===== config.mk =====
export PLATFORM = sky130hd
export DESIGN_NAME = redirect_ctrl
export DESIGN_NICKNAME = d
export VERILOG_FILES = /design/src/rtl/redirect_ctrl.sv
export SDC_FILE = /design/constraint.sdc
export NUM_CORES = 1
export LEC_CHECK = 0
export ABC_AREA = 1
export BUFFER_PORTS_ARGS = -buffer_cell sky130_fd_sc_hd__buf_2
export CORE_UTILIZATION = 49
export CTS_CLUSTER_DIAMETER = 150
export DETAILED_ROUTE_END_ITERATION = 6
export HOLD_SLACK_MARGIN = 0.06
export PLACE_DENSITY = 0.8
export SYNTH_ARGS = -nofsm -noshare
export SYNTH_HDL_FRONTEND = slang
export SYNTH_SLANG_ARGS = --single-unit
export TNS_END_PERCENT = 1

===== constraint.sdc =====
create_clock -name clock -period 6.69 [get_ports clock]
set_input_delay 1.0035 -clock clock [delete_from_list [all_inputs] [get_ports clock]]
set_output_delay 1.0035 -clock clock [all_outputs]
set_load 0.01 [all_outputs]

===== src/rtl/redirect_ctrl.sv =====
// redirect_ctrl: control-flow redirect controller for the RISC-V pipeline.
// Arbitrates taken-branch / JAL / JALR requests into a registered next-PC
// select, redirect target and per-stage flush strobes. Redirects requested
// under a stall are held and issued once the stall clears; after each issue
// a shadow window drops requests coming from wrong-path instructions.
// Optional feature: define BRANCH_STATS_EN to add saturating counters of
// issued and deferred redirects (stat_redir_o / stat_defer_o).
module redirect_ctrl #(
    parameter int XLEN         = 32,
    parameter int FLUSH_STAGES = 2,
    parameter int SHADOW_CYC   = 1,
    parameter int CNT_W        = 16
) (
    input  logic                    clock,
    input  logic                    reset,
    input  logic                    stall_i,
    input  logic                    branch_i,
    input  logic [XLEN-1:0]         branch_tgt_i,
    input  logic [1:0]              jump_i,
    input  logic [XLEN-1:0]         jal_tgt_i,
    input  logic [XLEN-1:0]         jalr_tgt_i,
    output logic [1:0]              pc_sel_o,
    output logic [XLEN-1:0]         redirect_pc_o,
    output logic                    redirect_vld_o,
    output logic [FLUSH_STAGES-1:0] flush_o,
    output logic                    busy_o
`ifdef BRANCH_STATS_EN
    ,
    output logic [CNT_W-1:0]        stat_redir_o,
    output logic [CNT_W-1:0]        stat_defer_o
`endif
);

    localparam logic [1:0] SEL_PC4  = 2'b00;
    localparam logic [1:0] SEL_TGT  = 2'b01;
    localparam logic [1:0] SEL_JALR = 2'b10;
    localparam logic [3:0] SHADOW_LD = 4'(SHADOW_CYC);

    // Elaboration-time legality checks on the configuration.
    if (FLUSH_STAGES < 1 || FLUSH_STAGES > 4) begin : g_bad_flush
        $error("redirect_ctrl: FLUSH_STAGES must be 1..4");
    end
    if (SHADOW_CYC < 0 || SHADOW_CYC > 15) begin : g_bad_shadow
        $error("redirect_ctrl: SHADOW_CYC must be 0..15");
    end
    if (CNT_W < 1) begin : g_bad_cnt
        $error("redirect_ctrl: CNT_W must be at least 1");
    end

    typedef enum logic [1:0] {
        IDLE    = 2'd0,
        PENDING = 2'd1,
        SHADOW  = 2'd2
    } state_t;

    state_t            state;
    state_t            state_nxt;
    logic [3:0]        shadow_cnt;
    logic [3:0]        shadow_cnt_nxt;

    // Stage p0: request decode and issue decision (combinational)
    logic              req_p0;
    logic [1:0]        sel_p0;
    logic [XLEN-1:0]   tgt_p0;
    logic              issue_p0;
    logic [1:0]        iss_sel_p0;
    logic [XLEN-1:0]   iss_tgt_p0;

    // Request captured while the pipeline is stalled
    logic [1:0]        pend_sel;
    logic [XLEN-1:0]   pend_tgt;

    // Stage p1: registered outputs
    logic              vld_p1;
    logic [1:0]        sel_p1;
    logic [XLEN-1:0]   pc_p1;
    logic [FLUSH_STAGES-1:0] flush_p1;
    logic              busy_p1;

    // Priority: branch > JALR > JAL; jump_i = 11 counts as no request.
    always_comb begin
        req_p0 = 1'b1;
        sel_p0 = SEL_PC4;
        tgt_p0 = '0;
        if (branch_i) begin
            sel_p0 = SEL_TGT;
            tgt_p0 = branch_tgt_i;
        end else if (jump_i == 2'b10) begin
            sel_p0 = SEL_JALR;
            tgt_p0 = jalr_tgt_i;
        end else if (jump_i == 2'b01) begin
            sel_p0 = SEL_TGT;
            tgt_p0 = jal_tgt_i;
        end else begin
            req_p0 = 1'b0;
        end
    end

    // Next-state logic: decides whether this edge issues and where the FSM goes.
    always_comb begin
        state_nxt      = state;
        shadow_cnt_nxt = shadow_cnt;
        issue_p0       = 1'b0;
        iss_sel_p0     = sel_p0;
        iss_tgt_p0     = tgt_p0;
        case (state)
            IDLE: begin
                if (req_p0) begin
                    if (stall_i) begin
                        state_nxt = PENDING;
                    end else begin
                        issue_p0 = 1'b1;
                    end
                end
            end
            PENDING: begin
                if (!stall_i) begin
                    issue_p0   = 1'b1;
                    iss_sel_p0 = pend_sel;
                    iss_tgt_p0 = pend_tgt;
                end
            end
            SHADOW: begin
                // The exit edge is unconditional; only the countdown waits on stalls.
                if (shadow_cnt == 4'd0) begin
                    state_nxt = IDLE;
                end else if (!stall_i) begin
                    shadow_cnt_nxt = shadow_cnt - 4'd1;
                end
            end
            default: begin
                state_nxt = IDLE;
            end
        endcase
        if (issue_p0) begin
            if (SHADOW_CYC == 0) begin
                state_nxt      = IDLE;
                shadow_cnt_nxt = 4'd0;
            end else begin
                state_nxt      = SHADOW;
                shadow_cnt_nxt = SHADOW_LD;
            end
        end
    end

    // Capture the winning request on entry to PENDING (data path, no reset).
    always_ff @(posedge clock) begin
        if (state == IDLE && req_p0 && stall_i) begin
            pend_sel <= sel_p0;
            pend_tgt <= tgt_p0;
        end
    end

    // Stage p0 -> p1: FSM state and registered outputs
    always_ff @(posedge clock) begin
        if (reset) begin
            state      <= IDLE;
            shadow_cnt <= 4'd0;
            vld_p1     <= 1'b0;
            sel_p1     <= SEL_PC4;
            pc_p1      <= '0;
            flush_p1   <= '0;
            busy_p1    <= 1'b0;
        end else begin
            state      <= state_nxt;
            shadow_cnt <= shadow_cnt_nxt;
            vld_p1     <= issue_p0;
            sel_p1     <= issue_p0 ? iss_sel_p0 : SEL_PC4;
            pc_p1      <= issue_p0 ? iss_tgt_p0 : '0;
            flush_p1   <= {FLUSH_STAGES{issue_p0}};
            busy_p1    <= (state_nxt != IDLE);
        end
    end

    assign redirect_vld_o = vld_p1;
    assign pc_sel_o       = sel_p1;
    assign redirect_pc_o  = pc_p1;
    assign flush_o        = flush_p1;
    assign busy_o         = busy_p1;

`ifdef BRANCH_STATS_EN
    logic defer_p0;
    assign defer_p0 = (state == IDLE) && req_p0 && stall_i;

    function automatic logic [CNT_W-1:0] sat_inc(input logic [CNT_W-1:0] v);
        return (&v) ? v : v + 1'b1;
    endfunction

    // Saturating counters of issued and stall-deferred redirects
    always_ff @(posedge clock) begin
        if (reset) begin
            stat_redir_o <= '0;
            stat_defer_o <= '0;
        end else begin
            if (issue_p0) stat_redir_o <= sat_inc(stat_redir_o);
            if (defer_p0) stat_defer_o <= sat_inc(stat_defer_o);
        end
    end
`endif

endmodule


# Word-level counts from Yosys, hierarchy flattened
# Index checks and enable logic that the tools add are counted.
# totals
reg_bits	77
in_bits	102
output_inout_bits	38
elab_cells	55
# op_classes
add_sub_neg	1
n_eq_ne	6
mux	25
bitwise	3
n_reduce_logical	10
# op_table
operator	count
$mux 32	5
$mux 2	8
$mux 1	10
$pmux 2 s3	1
$reduce_and 3->1	2
$eq 2x1->1 const B	2
$eq 2x2->1 const B	2
$logic_not 4->1	1
$reduce_bool 2->1	2
$reduce_or 2->1	2
$sub 4x1->4 const B	1
$not 1->1	3
$logic_and 1x1->1	2
$logic_not 2->1	1
$ne 2x1->1 const B	1
$ne 2x2->1 const B	1
$pmux 1 s2	1

# Depth between registers and ports, before layout
# depth
depth_word	8
ltp_mapped	10

# Least setup slack after synthesis
# Ideal clock, no wire load.
# synth_path
kind	input to register
from	input port jump_i[0]
to	register pend_sel[0] (enable)
setup_ns	0.510
arrival_time_ns	4.679
setup_slack_ns	1.501
cell_stages	5
path_cell_list	inv_1 > ha_1 > inv_1 > nor2_4 > nor4_1
# synth_between
elab_chain_cells	6
word_cells_on_any_way	7
cone_classes	eq/ne (2); mux (3); reduce/logical (2)
# synth_lines
item	line	source
start, declared	19	input logic [1:0] jump_i,
$eq 2x1->1	91	end else if (jump_i == 2'b01) begin
$mux 1	91	
$mux 1 *	88	end else if (jump_i == 2'b10) begin
$mux 1 *	85	if (branch_i) begin
$logic_and 1x1->1 * (2 in a row)	148	if (state == IDLE && req_p0 && stall_i) begin
end signal, assigned	149	pend_sel <= sel_p0;
end, declared	70	logic [1:0] pend_sel;
# Mark *: on every way between the ends. The rest lies on a longest branch, timed or not.
# A chain may end at the register's enable or synchronous reset.

# Worst setup path after layout
# layout_path
from	input port branch_i
to	register pc_p1[11] (netlist: redirect_pc_o[11])
# layout_between
elab_chain_cells	5
word_cells_on_any_way	8
cone_classes	mux (6); bitwise (1); reduce/logical (1)
# layout_lines
item	line	source
start, declared	17	input logic branch_i,
$mux 1	85	
$mux 1	108	if (req_p0) begin
$pmux 1 s2	106	case (state)
$not 1->1 (no line)	--	
$reduce_or 2->1 (no line)	--	
end signal, assigned	169	pc_p1 <= issue_p0 ? iss_tgt_p0 : '0;
end, declared	76	logic [XLEN-1:0] pc_p1;
# Parallel ways exist; a longest one is shown, timed or not.

==> results.md <==
- DR vias/cell: 5.18
- CP arrival: 2.69 ns
- Clock transition at the registers of the reported paths: 0.09 ns
- Grt ovf: 0
- Critical path's largest stage delay: 0.81 ns
- Top post-synthesis cells by area: edfxtp_1, dfxtp_1, nand2_1
- Worst Hold Depth: 2
- Post-Synthesis Cell Area: 3600 um2
- Slowest cell on crit path: inv_1
- Endpoint class of the critical path: flop
- Fin crit share: 35.9%
- VDD IR-drop max: 0.000108 V
- Gates resized, CTS repair: 0
- Leak pwr: 2.52 nW
- Top cell type's share of synthesized area: 28.3%
- Initial antenna violation count: 0
- Core Util, Final: 65.3%
- Die Ht: 87.8 um
- Count leader, synth: nand2_1
- Ant diodes: 0
- CP delay by family, top: buffers and inverters
- Asr flop ratio synth: 0%
- Reg2Reg Depth: 6
- Synthesis-to-layout area growth: 25.9%
- Row cnt: 30
- Synthesized net count: 563
- Final Wtd Congestion: 0.744
- Hold Path Origin: shadow_cnt[1]
- CP startpoint kind: input pin
- DR iter-0 viols: 188
- Die W: 87.8 um
- Place WS: 3.94 ns
- Flop2flop setup slack: 4.76 ns
- Synthesis Warnings: 0
- Endpoints failing setup: 0
- Global-route wire length before repair: 14.2 mm
- Worst-path cell chain: buf_2 > buf_4 > inv_1 > nand3_1 > nand4_1 > nand2_1 > inv_1
- Setup TNS: 0 ns
- H-tree Lvls: 3
- Crit Path Category: in -> reg
- Setup WS post-layout: 4.29 ns
- Hold Path End: shadow_cnt[1]
- RSZ-0062 raised after global routing: false
- Highest achievable clock rate: 416 MHz
- Synth top cells by count: nand2_1, nor2_1, nand3_1
- Crit-path most repeated cell: inv_1
- Sequential element share of the synthesized area: 51.6%
- Worst path bufs/invs: 4
- Number of detailed-route iterations in the first pass: 5
- Reg2reg start: state[1]
- Max-slew violation total from the final report: 0
- Nets@finish: 692
- Routed WL per cell: 13.0 um
- Vias in the first global route: 3430
- Synth Flop Type: dfxtp_1
- Initial Util: 51.9%
- I/O pin count: 140
- DPL Wire Length: 6.20 mm
- Avg Inst Size Synth: 7.89 um2
- Num CTS Buffers: 9
- Final ANT Viol Nets: 0
- Hold Vio Cnt, Final: 0
- Area of the core: 6940 um2
- Clock sink count: 76
- Tot GR Track Use: 23.4%
- Clk_lat worst skew: 0.34 ns
- RR Endpoint: redirect_pc_o[10]
- Post-layout min period: 2.40 ns
- Slew margin rel.: 18.3%
- Final wirelength: 8.91 mm
- Hold-fix buffers, CTS: 0
- Die area: 7700 um2
- HP Class: reg -> reg
- Max-Cap Viols: 0
- Slew at the pin closest to its max-slew limit: 1.22 ns
- Vias: 3560
- Post-CTS Setup Bufs: 0
- Yosys reg bits: 76
- Final Skew: 0.0110 ns
- Post-Syn Instances: 457
- Critical path data required time: 6.98 ns
- Fill cells: 609
- Critical Path Fanout Max: 36
- Largest net degree at the start of global routing: 67
- Clock Path Buffers: 2
- CTS tree: yes
- Total power: 0.00107 W
- Layout cell share with drive strength beyond 1: 28.3%
- PortBufs: 139
- Netlist cell types: 23
- Number of synthesized flops with an enable pin: 34
- Most area-hungry cell type in the Yosys netlist: edfxtp_1
- Status: finished, final reports clean
- Root buffer cell: clkbuf_8
- DRC Markers: 0
- PD cells: 235 nW/um2
## power by group
part           switching, W  total [W]  internal (W)
logic             0.0000914   0.000152     0.0000609
registers        0.00000919   0.000528      0.000519
clock network      0.000166   0.000387      0.000221
total              0.000267    0.00107      0.000801
## sequential cells by signal (all words and copies together) (netlist names)
signal and flops:
pend_tgt 32, pend_sel 2, shadow_cnt 4, state 2, flush_o 1, redirect_pc_o 32
busy_o 1, pc_sel_o 2
## tightest hold or removal path, stage by stage, from the launching register on
cell	delay, ns
dfxtp_1	0.32
nand2_1	0.07
a21oi_1	0.06
## per-layer routing
layer,track usage [%],wire [um],vias to the layer above
met5,0,0,-
met4,9.69,136,0
met3,4.62,632,16
met2,42.5,4450,162
met1,26.7,3690,1632
li1,-,-,1750
## worst max-delay path by stage
stage | start | end | slack [ns] | depth (start not counted)
final | branch_i | redirect_pc_o[11] | 4.29 | 7
after global routing | branch_i | redirect_pc_o[15] | 4.08 | 7
after CTS | branch_i | redirect_pc_o[15] | 4.29 | 7
after detailed placement | branch_i | redirect_pc_o[7] | 3.94 | 7
after global placement | branch_i | pend_tgt[5] | 3.99 | 5
after floorplan | jump_i[0] | pend_sel[0] | 1.50 | 5
## cell type report
type / count / area (um2) / area share, %
clock buffer: 12 / 145 / 3.20
sequential: 76 / 1860 / 41.0
clock inverter: 4 / 73.8 / 1.63
multi-input combinational: 309 / 1430 / 31.6
timing repair buffer: 143 / 726 / 16.0
inverter: 47 / 176 / 3.89
tap: 96 / 120 / 2.65
## kinds of logic after synthesis
group	Yosys count	synth area share [%]
AOI/OAI and AO/OA	7	0.972
xor gates and xnor gates	1	0.243
adders and majority gates	4	1.39
buffers and inverters	72	8.82
DFF	76	51.6
and+or+nand+nor	297	36.9
## metrics by stage
step / cell area [um2] / hold WS, ns / std cells
2_1_floorplan: 3600 / 0.459 / 457
3_3_place_gp: 4320 / 0.474 / 671
3_5_place_dp: 4320 / 0.487 / 671
4_1_cts: 4540 / 0.498 / 687
5_1_grt: 4540 / 0.549 / 687
6_report: 4540 / 0.497 / 687
## placed cells by master, fill, tap and decap left out, drive strengths merged, types with 4 or more instances in the layout
cell type and count:
ha 4, nand3 67, edfxtp 34, nor2 74
clkbuf 12, inv 47, dfxtp 42, a21oi 5
nand4 33, buf 143, nand2 119
Note: power is estimated with default switching activity, not from simulation.
